--- config.mk ---
export PLATFORM = sky130hd
export DESIGN_NAME = mac_rx_fcs_check
export DESIGN_NICKNAME = d
export VERILOG_FILES = /design/src/rtl/mac_rx_fcs_check.sv
export SDC_FILE = /design/constraint.sdc
export NUM_CORES = 1
export LEC_CHECK = 0
export ABC_AREA = 1
export BUFFER_PORTS_ARGS = -buffer_cell sky130_fd_sc_hd__buf_2
export CAP_MARGIN = 20
export CORE_AREA = 2 2 108 110
export DETAILED_ROUTE_END_ITERATION = 6
export DIE_AREA = 0 0 110 112
export HOLD_SLACK_MARGIN = 0.06
export PLACE_DENSITY_LB_ADDON = 0.08
export SYNTH_ARGS = -nofsm -noshare
export SYNTH_HDL_FRONTEND = slang
export SYNTH_SLANG_ARGS = --single-unit
--- constraint.sdc ---
create_clock -name clk -period 1.9 [get_ports clk]
set_input_delay 0.19 -clock clk [delete_from_list [all_inputs] [get_ports clk]]
set_output_delay 0.19 -clock clk [all_outputs]
set_load 0.03 [all_outputs]
--- src/rtl/mac_rx_fcs_check.sv ---
// RX FCS checker: CRC-32 over the whole frame, strips the FCS and flags bad frames on the last beat.
// Latency 1 cycle per emitted beat (payload delayed 4 beats when stripping); no backpressure, PHY side never stalls.
module mac_rx_fcs_check #(
   parameter int          MIN_FRAME_LEN = 64,
   parameter bit          STRIP_FCS     = 1'b1,
   parameter logic [31:0] CRC_RESIDUE   = 32'hDEBB20E3
) (
   input  logic       clk,
   input  logic       srstb,
   input  logic [7:0] s_axis_tdata,
   input  logic       s_axis_tvalid,
   input  logic       s_axis_tlast,
   input  logic       s_axis_tuser,
   output logic [7:0] m_axis_tdata,
   output logic       m_axis_tvalid,
   output logic       m_axis_tlast,
   output logic       m_axis_tuser,
   output logic       stat_good,
   output logic       stat_bad_fcs,
   output logic       stat_runt
);

   localparam logic [1:0]  ST_IDLE = 2'd0;
   localparam logic [1:0]  ST_FILL = 2'd1;
   localparam logic [1:0]  ST_PASS = 2'd2;
   localparam logic [16:0] MIN_LEN = 17'(MIN_FRAME_LEN);

   logic [31:0] crc;
   logic [31:0] crc_next;
   logic [15:0] cnt;
   logic [15:0] len;
   logic        err_seen;
   logic [1:0]  state;
   logic [31:0] pipe;
   logic        eof;
   logic        crc_ok;
   logic        runt;
   logic        bad;

   function automatic logic [31:0] crc_byte(input logic [31:0] c, input logic [7:0] d);
      logic [31:0] r;
      r = c;
      for (int i = 0; i < 8; i++) begin
         r = (r >> 1) ^ ((r[0] ^ d[i]) ? 32'hEDB88320 : 32'h0);
      end
      return r;
   endfunction

   assign crc_next = crc_byte(crc, s_axis_tdata);
   assign eof      = s_axis_tvalid & s_axis_tlast;
   // Length of the frame including the current beat, saturating.
   assign len      = (cnt == 16'hFFFF) ? cnt : cnt + 16'd1;
   assign crc_ok   = (crc_next == CRC_RESIDUE);
   assign runt     = ({1'b0, len} < MIN_LEN);
   assign bad      = ~crc_ok | runt | err_seen | s_axis_tuser;

   always_ff @(posedge clk) begin
      if (srstb) begin
         crc           <= 32'hFFFF_FFFF;
         cnt           <= 16'd0;
         err_seen      <= 1'b0;
         state         <= ST_IDLE;
         pipe          <= 32'd0;
         m_axis_tdata  <= 8'd0;
         m_axis_tvalid <= 1'b0;
         m_axis_tlast  <= 1'b0;
         m_axis_tuser  <= 1'b0;
         stat_good     <= 1'b0;
         stat_bad_fcs  <= 1'b0;
         stat_runt     <= 1'b0;
      end else begin
         m_axis_tvalid <= 1'b0;
         m_axis_tlast  <= 1'b0;
         m_axis_tuser  <= 1'b0;
         stat_good     <= 1'b0;
         stat_bad_fcs  <= 1'b0;
         stat_runt     <= 1'b0;
         if (s_axis_tvalid) begin
            if (eof) begin
               crc          <= 32'hFFFF_FFFF;
               cnt          <= 16'd0;
               err_seen     <= 1'b0;
               stat_good    <= ~bad;
               stat_bad_fcs <= ~crc_ok;
               stat_runt    <= runt;
            end else begin
               crc      <= crc_next;
               cnt      <= len;
               err_seen <= err_seen | s_axis_tuser;
            end
            if (STRIP_FCS) begin
               // pipe[31:24] holds the oldest byte once four bytes are buffered.
               pipe <= eof ? 32'd0 : {pipe[23:0], s_axis_tdata};
               case (state)
                  ST_IDLE: state <= eof ? ST_IDLE : ST_FILL;
                  ST_FILL: begin
                     if (eof)
                        state <= ST_IDLE;
                     else if (cnt == 16'd3)
                        state <= ST_PASS;
                  end
                  default: begin
                     m_axis_tvalid <= 1'b1;
                     m_axis_tdata  <= pipe[31:24];
                     m_axis_tlast  <= eof;
                     m_axis_tuser  <= eof & bad;
                     if (eof)
                        state <= ST_IDLE;
                  end
               endcase
            end else begin
               m_axis_tvalid <= 1'b1;
               m_axis_tdata  <= s_axis_tdata;
               m_axis_tlast  <= eof;
               m_axis_tuser  <= eof & bad;
            end
         end
      end
   end

endmodule

# Yosys cells after proc, flatten, opt, wreduce, memory -nomap -nowiden
# Cells that the tools add are included.
[op_classes] add_sub_neg=1 mul=0 div=0 magnitude_cmp=1 eq_ne=5 shifts=0 n_mux=19 n_bitwise=27 n_reduce_logical=8
[op_table] operator="2-to-1 mux 32 bit" count=10
[op_table] operator="XOR 31 x 32 -> 32 bit" count=8
[op_table] operator="== test 32 bit (second input constant)" count=1
[op_table] operator="2-to-1 mux 16 bit" count=2
[op_table] operator="adder 16 x 1 -> 16 bit (second input constant)" count=1
[op_table] operator="== test 16 bit (second input constant)" count=1
[op_table] operator="== test 16 x 2 -> 1 bit (second input constant)" count=1
[op_table] operator="< comparator 16 x 7 -> 1 bit (second input constant)" count=1
[op_table] operator="XOR 1 bit" count=8
[op_table] operator="2-to-1 mux 2 bit" count=3
[op_table] operator="NOT 1 bit" count=5
[op_table] operator="bitwise OR 1 bit" count=4
[op_table] operator="one-hot mux 2 bit (2 select lines)" count=1
[op_table] operator="OR reduction 2 bit" count=2
[op_table] operator="OR reduction 4 bit" count=1
[op_table] operator="2-to-1 mux 1 bit" count=3
[op_table] operator="inequality test 3 bit (second input constant)" count=1
[op_table] operator="AND reduction 3 bit" count=1
[op_table] operator="nonzero test 3 bit" count=1
[op_table] operator="OR reduction 3 bit" count=1
[op_table] operator="bitwise AND 1 bit" count=2
[op_table] operator="== test 2 x 1 -> 1 bit (second input constant)" count=1
[op_table] operator="zero test 2 bit" count=1
[op_table] operator="AND reduction 2 bit" count=1
[word_totals] reg_bits=97 latch_bits=0 ramBits=0 rom_bits=0 inputBits=13 output_inout_bits=14 wordCells=73 memories=0

# Longest topological paths before layout
[depth] depth_word=30 depth_mapped=18 depth_no_buf=18

# Worst setup path after synthesis
# Ideal clock, no wire load.
[synth_timing] kind="reg2reg" from="register crc[1]" to="register m_axis_tuser" setup_time_ns=0.109 arrival_ns=1.790 required_time_ns=1.791 setup_slack_ns=0.001 path_stages_with_launch=19 path_buffers=0 synth_period_minus_slack_ns=1.899 cell_sequence="dfxtp_1 inv_1 nand2_1 nand2_4 nand2_4 inv_2 nor2_4 ha_1 inv_1 nor2_1 nand2_1 nor2_1 nand2_1 nor2_1 nand2_1 nor2_2 nand3_2 nand2_1 inv_1"
[synth_between] elab_chain_cells=18
[synth_rtl] item="start: declaration" line="28" text="logic [31:0] crc;"
[synth_rtl] item="start signal: assignment" line="87" text="crc <= crc_next;"
[synth_rtl] item="XOR 31 x 32 -> 32 bit *" line="44" text="r = (r >> 1) ^ ((r[0] ^ d[i]) ? 32'hEDB88320 : 32'h0);"
[synth_rtl] item="XOR 1 bit *" line="44"
[synth_rtl] item="2-to-1 mux 32 bit *" line="44"
[synth_rtl] item="XOR 31 x 32 -> 32 bit * (6 in series)" line="44"
[synth_rtl] item="XOR 1 bit" line="44"
[synth_rtl] item="2-to-1 mux 32 bit" line="44"
[synth_rtl] item="XOR 31 x 32 -> 32 bit *" line="44"
[synth_rtl] item="== test 32 bit *" line="53" text="assign crc_ok = (crc_next == CRC_RESIDUE);"
[synth_rtl] item="NOT 1 bit *" line="55" text="assign bad = ~crc_ok | runt | err_seen | s_axis_tuser;"
[synth_rtl] item="bitwise OR 1 bit * (3 in series)" line="55"
[synth_rtl] item="bitwise AND 1 bit *"
[synth_rtl] item="end signal: assignment" line="106" text="m_axis_tuser <= eof & bad;"
[synth_rtl] item="end signal: assignment" line="115" text="m_axis_tuser <= eof & bad;"
[synth_rtl] item="end: declaration" line="17" text="output logic m_axis_tuser,"
# Mark *: on every way between the ends. The rest lies on a longest branch, timed or not.
# A chain may end at the register's enable or synchronous reset.

# Final worst setup path
# Same ends and word-level chain as after synthesis.

==> out/results.tsv <==
metric	value	unit
status	finished with violations	
failing checks	setup timing	
reg2reg path depth	16	
via count	5962	
Post-synth top cells	nand2_1 (407), dfxtp_1 (97), inv_1 (74), a21oi_1 (63), nand3_1 (63)	
DRT iter0 DRCs	342	
wire per inst	14.2	um
slowest CP cell	dfxtp_4	
Post-Synth Adder-Cell Area	0.00459	
largest cells by area after synthesis	dfxtp_1 (36%), nand2_1 (28%), a21oi_1 (5.8%)	
Layout Skew	0.0101	ns
Leak	3.51	nW
DRC viols	0	
Slowest Stage Delay on Critical Path	0.38	ns
Hold WC Path Type	in2reg	
fmax	518	MHz
Slew HR	0.642	
most numerous cell in the Yosys netlist	nand2_1	
die width	110	um
mean cell area of the mapped netlist	6.07	um2
Most Frequent Cell on Critical Path	nand2_1	
max-slew violation total from the final report	0	
data required time at the worst endpoint	2.15	ns
endpoints failing setup	2	
max-cap viol count	0	
# clock sinks	97	
IO buf count	26	
Clock transition at path regs	0.07	ns
vias in the first global route	5575	
Synth Area in Compound Gates	0.116	
total CTS buffers	9	
DR vias/cell	5.15	
setup TNS	-0.0343	ns
FF-to-FF Start	crc[1]$_SDFFE_PP1P_	
Synthesized Nets	914	
Worst Path Arrival	2.18	ns
hold buffer count at CTS	0	
Tcrit/Tclk final	1.02	
gr usage total	0.282	
largest net degree at the start of global routing	54	
PD cells	840	nW/um2
reg-to-reg setup timing slack	-0.03	ns
final std cells w/o fill	1157	
CP Launch Type	register	
worst r2r dst	m_axis_tuser$_SDFF_PP0_	
CP top delay family	simple AND/OR/NAND/NOR gates	
initial core utilization	0.488	
Design Area, Final	6940	um2
ANT nets after route	0	
Hold Vio Cnt, Final	0	
placed instance area	6390	um2
CTS tree	built	
mux cell area share after synthesis	0	
GPL Wtd Cong	0.976	
Root Driver	clkbuf_16	
post-synth top area share	0.356	
CP bufs+invs	3	
Primary FF master, synth	dfxtp_1	
FF+latch count, synth	97	
Area growth syn-to-layout	27.2	%
Post-synth EDFFs	0	
Async SR Flop Fraction	0	
Tot Pwr	0.00583	W
Crit Path Max Fanout	7	
unrepaired setup endpoints after global routing	yes	
Post-DP HPWL	12200	um
initial antenna violation count	0	
I/O pins	27	
Max VDD drop	0.000640	V
Die ar.	12300	um2
global route overflow	0	
Mapped Area	5450	um2
crit path kind	reg2reg	
yosys warns	0	
Chip Height	112	um
Fill cells	1099	
# rows	39	
CTS max path bufs	2	
sequential fraction of the synthesis area	0.356	
Yosys top cell by area	dfxtp_1	
ANT cells	0	
DRT Pass-1 Iters	5	
depth of the CTS H-tree	3	
cells after synthesis	899	
Total Nets Final	1024	
Slew @ Worst Pin	0.537	ns
layout cells sized above 1	0.228	
dpl cells	1138	
crit path to	m_axis_tuser$_SDFF_PP0_	
Critical Path, Cell by Cell	inv_4, nand2_2, nand2_4, bufbuf_16, nand2_1, nand2_1, nand2_1, nand2_2, nor2_2, nand2_1, nor2_1, nand2_1, nor2_2, nand3_2, nand2_2, inv_2	
first-pass GRT wire length	27000	um
min setup slack post-route	-0.0308	ns
post-synthesis xor/xnor area fraction	0.00803	
total core area	11200	um2
Worst Setup SP	crc[1]$_SDFFE_PP1P_	
Worst path depth	16	
Distinct cells, synth	33	
minimum clock period	1.93	ns
total routed wirelength	16500	um
simple-gate share of the synthesized area	0.438	
Clock Latency Late Sink	0.36	ns
largest family of logic cells by synthesized area	simple AND/OR/NAND/NOR gates	
CP endpoint kind	register	
## placed cells by master (no fill, tap or decap), drive strengths merged
cell    instances
dfxtp          97
clkbuf          9
ha              2
xor2            2
o21ai          27
or2             2
a221oi          1
and2            1
clkinv          1
xnor2           3
nor3b           1
inv            83
bufbuf          1
nor2           61
nand3          66
a21oi          63
nand2         429
bufinv          1
a31oi           3
buf           127
nor3            4
o211a           1
nand4           4
nor4            3
nand3b          3
o211ai         19
## worst min-delay path by stage
stage	from	endpoint	slack (ns)	cells after the start
after floorplan	s_axis_tdata[0]	pipe[0]$_SDFFE_PP0P_	0.33	2
after global placement	pipe[2]$_SDFFE_PP0P_	pipe[10]$_SDFFE_PP0P_	0.45	2
after detailed placement	pipe[16]$_SDFFE_PP0P_	pipe[24]$_SDFFE_PP0P_	0.45	2
after CTS	s_axis_tdata[7]	pipe[7]$_SDFFE_PP0P_	0.1	3
after global routing	s_axis_tuser	err_seen$_SDFFE_PP0P_	0.13	3
final	s_axis_tdata[7]	pipe[7]$_SDFFE_PP0P_	0.12	3
## metal layers
metal | up-vias | part of all wire | global-route usage
li1 | 3073 | - | -
met2 | 132 | 0.47 | 0.458
met4 | 0 | 0.029 | 0.108
met3 | 31 | 0.043 | 0.0480
met5 | - | 0 | 0
met1 | 2726 | 0.46 | 0.369
## report_power, final
part / internal [W] / switching [W]
registers: 0.00211 / 0.0000505
clock network: 0.00107 / 0.000901
logic: 0.000703 / 0.000994
total: 0.00388 / 0.00195
## registers in the layout (all words and copies together), names as in the netlist, 2 cells and up
| register | cells |
|---|---|
| crc | 32 |
| state | 2 |
| pipe | 32 |
| m_axis_tdata | 8 |
| cnt | 16 |
## kinds of logic after synthesis
kind of cell | after synthesis
AND/OR/NAND/NOR | 574
AO/OA/AOI/OAI | 114
buffers and inverters | 107
flip-flops | 97
XOR/XNOR | 5
adder cells (fa/ha/maj) | 2
## tightest hold or removal path, delay by kind of cell
kind | cells | cell delay (ns)
buffers and inverters | 1 | 0.12
AO/OA/AOI/OAI | 1 | 0.05
AND/OR/NAND/NOR | 1 | 0.06
## layout make-up
type	instances	area, um2	area share
Clock buffer	9	225	0.0325
Clock inverter	7	95.1	0.0137
Inverter	78	298	0.0429
Multi-Input combinational cell	695	3230	0.466
Sequential cell	97	1960	0.282
Tap cell	143	179	0.0258
Timing Repair Buffer	128	948	0.137
## metrics by stage
| step | hold slack, ns | util | setup slack (ns) |
|---|---|---|---|
| after floorplan | 0.335 | - | 0.000840 |
| after global placement | 0.447 | 0.572 | -0.157 |
| after detailed placement | 0.452 | 0.572 | -0.205 |
| after CTS | 0.0990 | 0.615 | 0.00381 |
| after global routing | 0.129 | 0.621 | -0.165 |
| final | 0.117 | 0.621 | -0.0308 |
## timing repair
action | in CTS | in global routing
buffers inserted | 2 | 0
gates cloned | 1 | 0
gates resized for setup | 38 | 26
endpoints found under the setup margin | 4 | 9
pin swaps | 9 | 15
No activity file was read; power rests on OpenSTA's default activity.
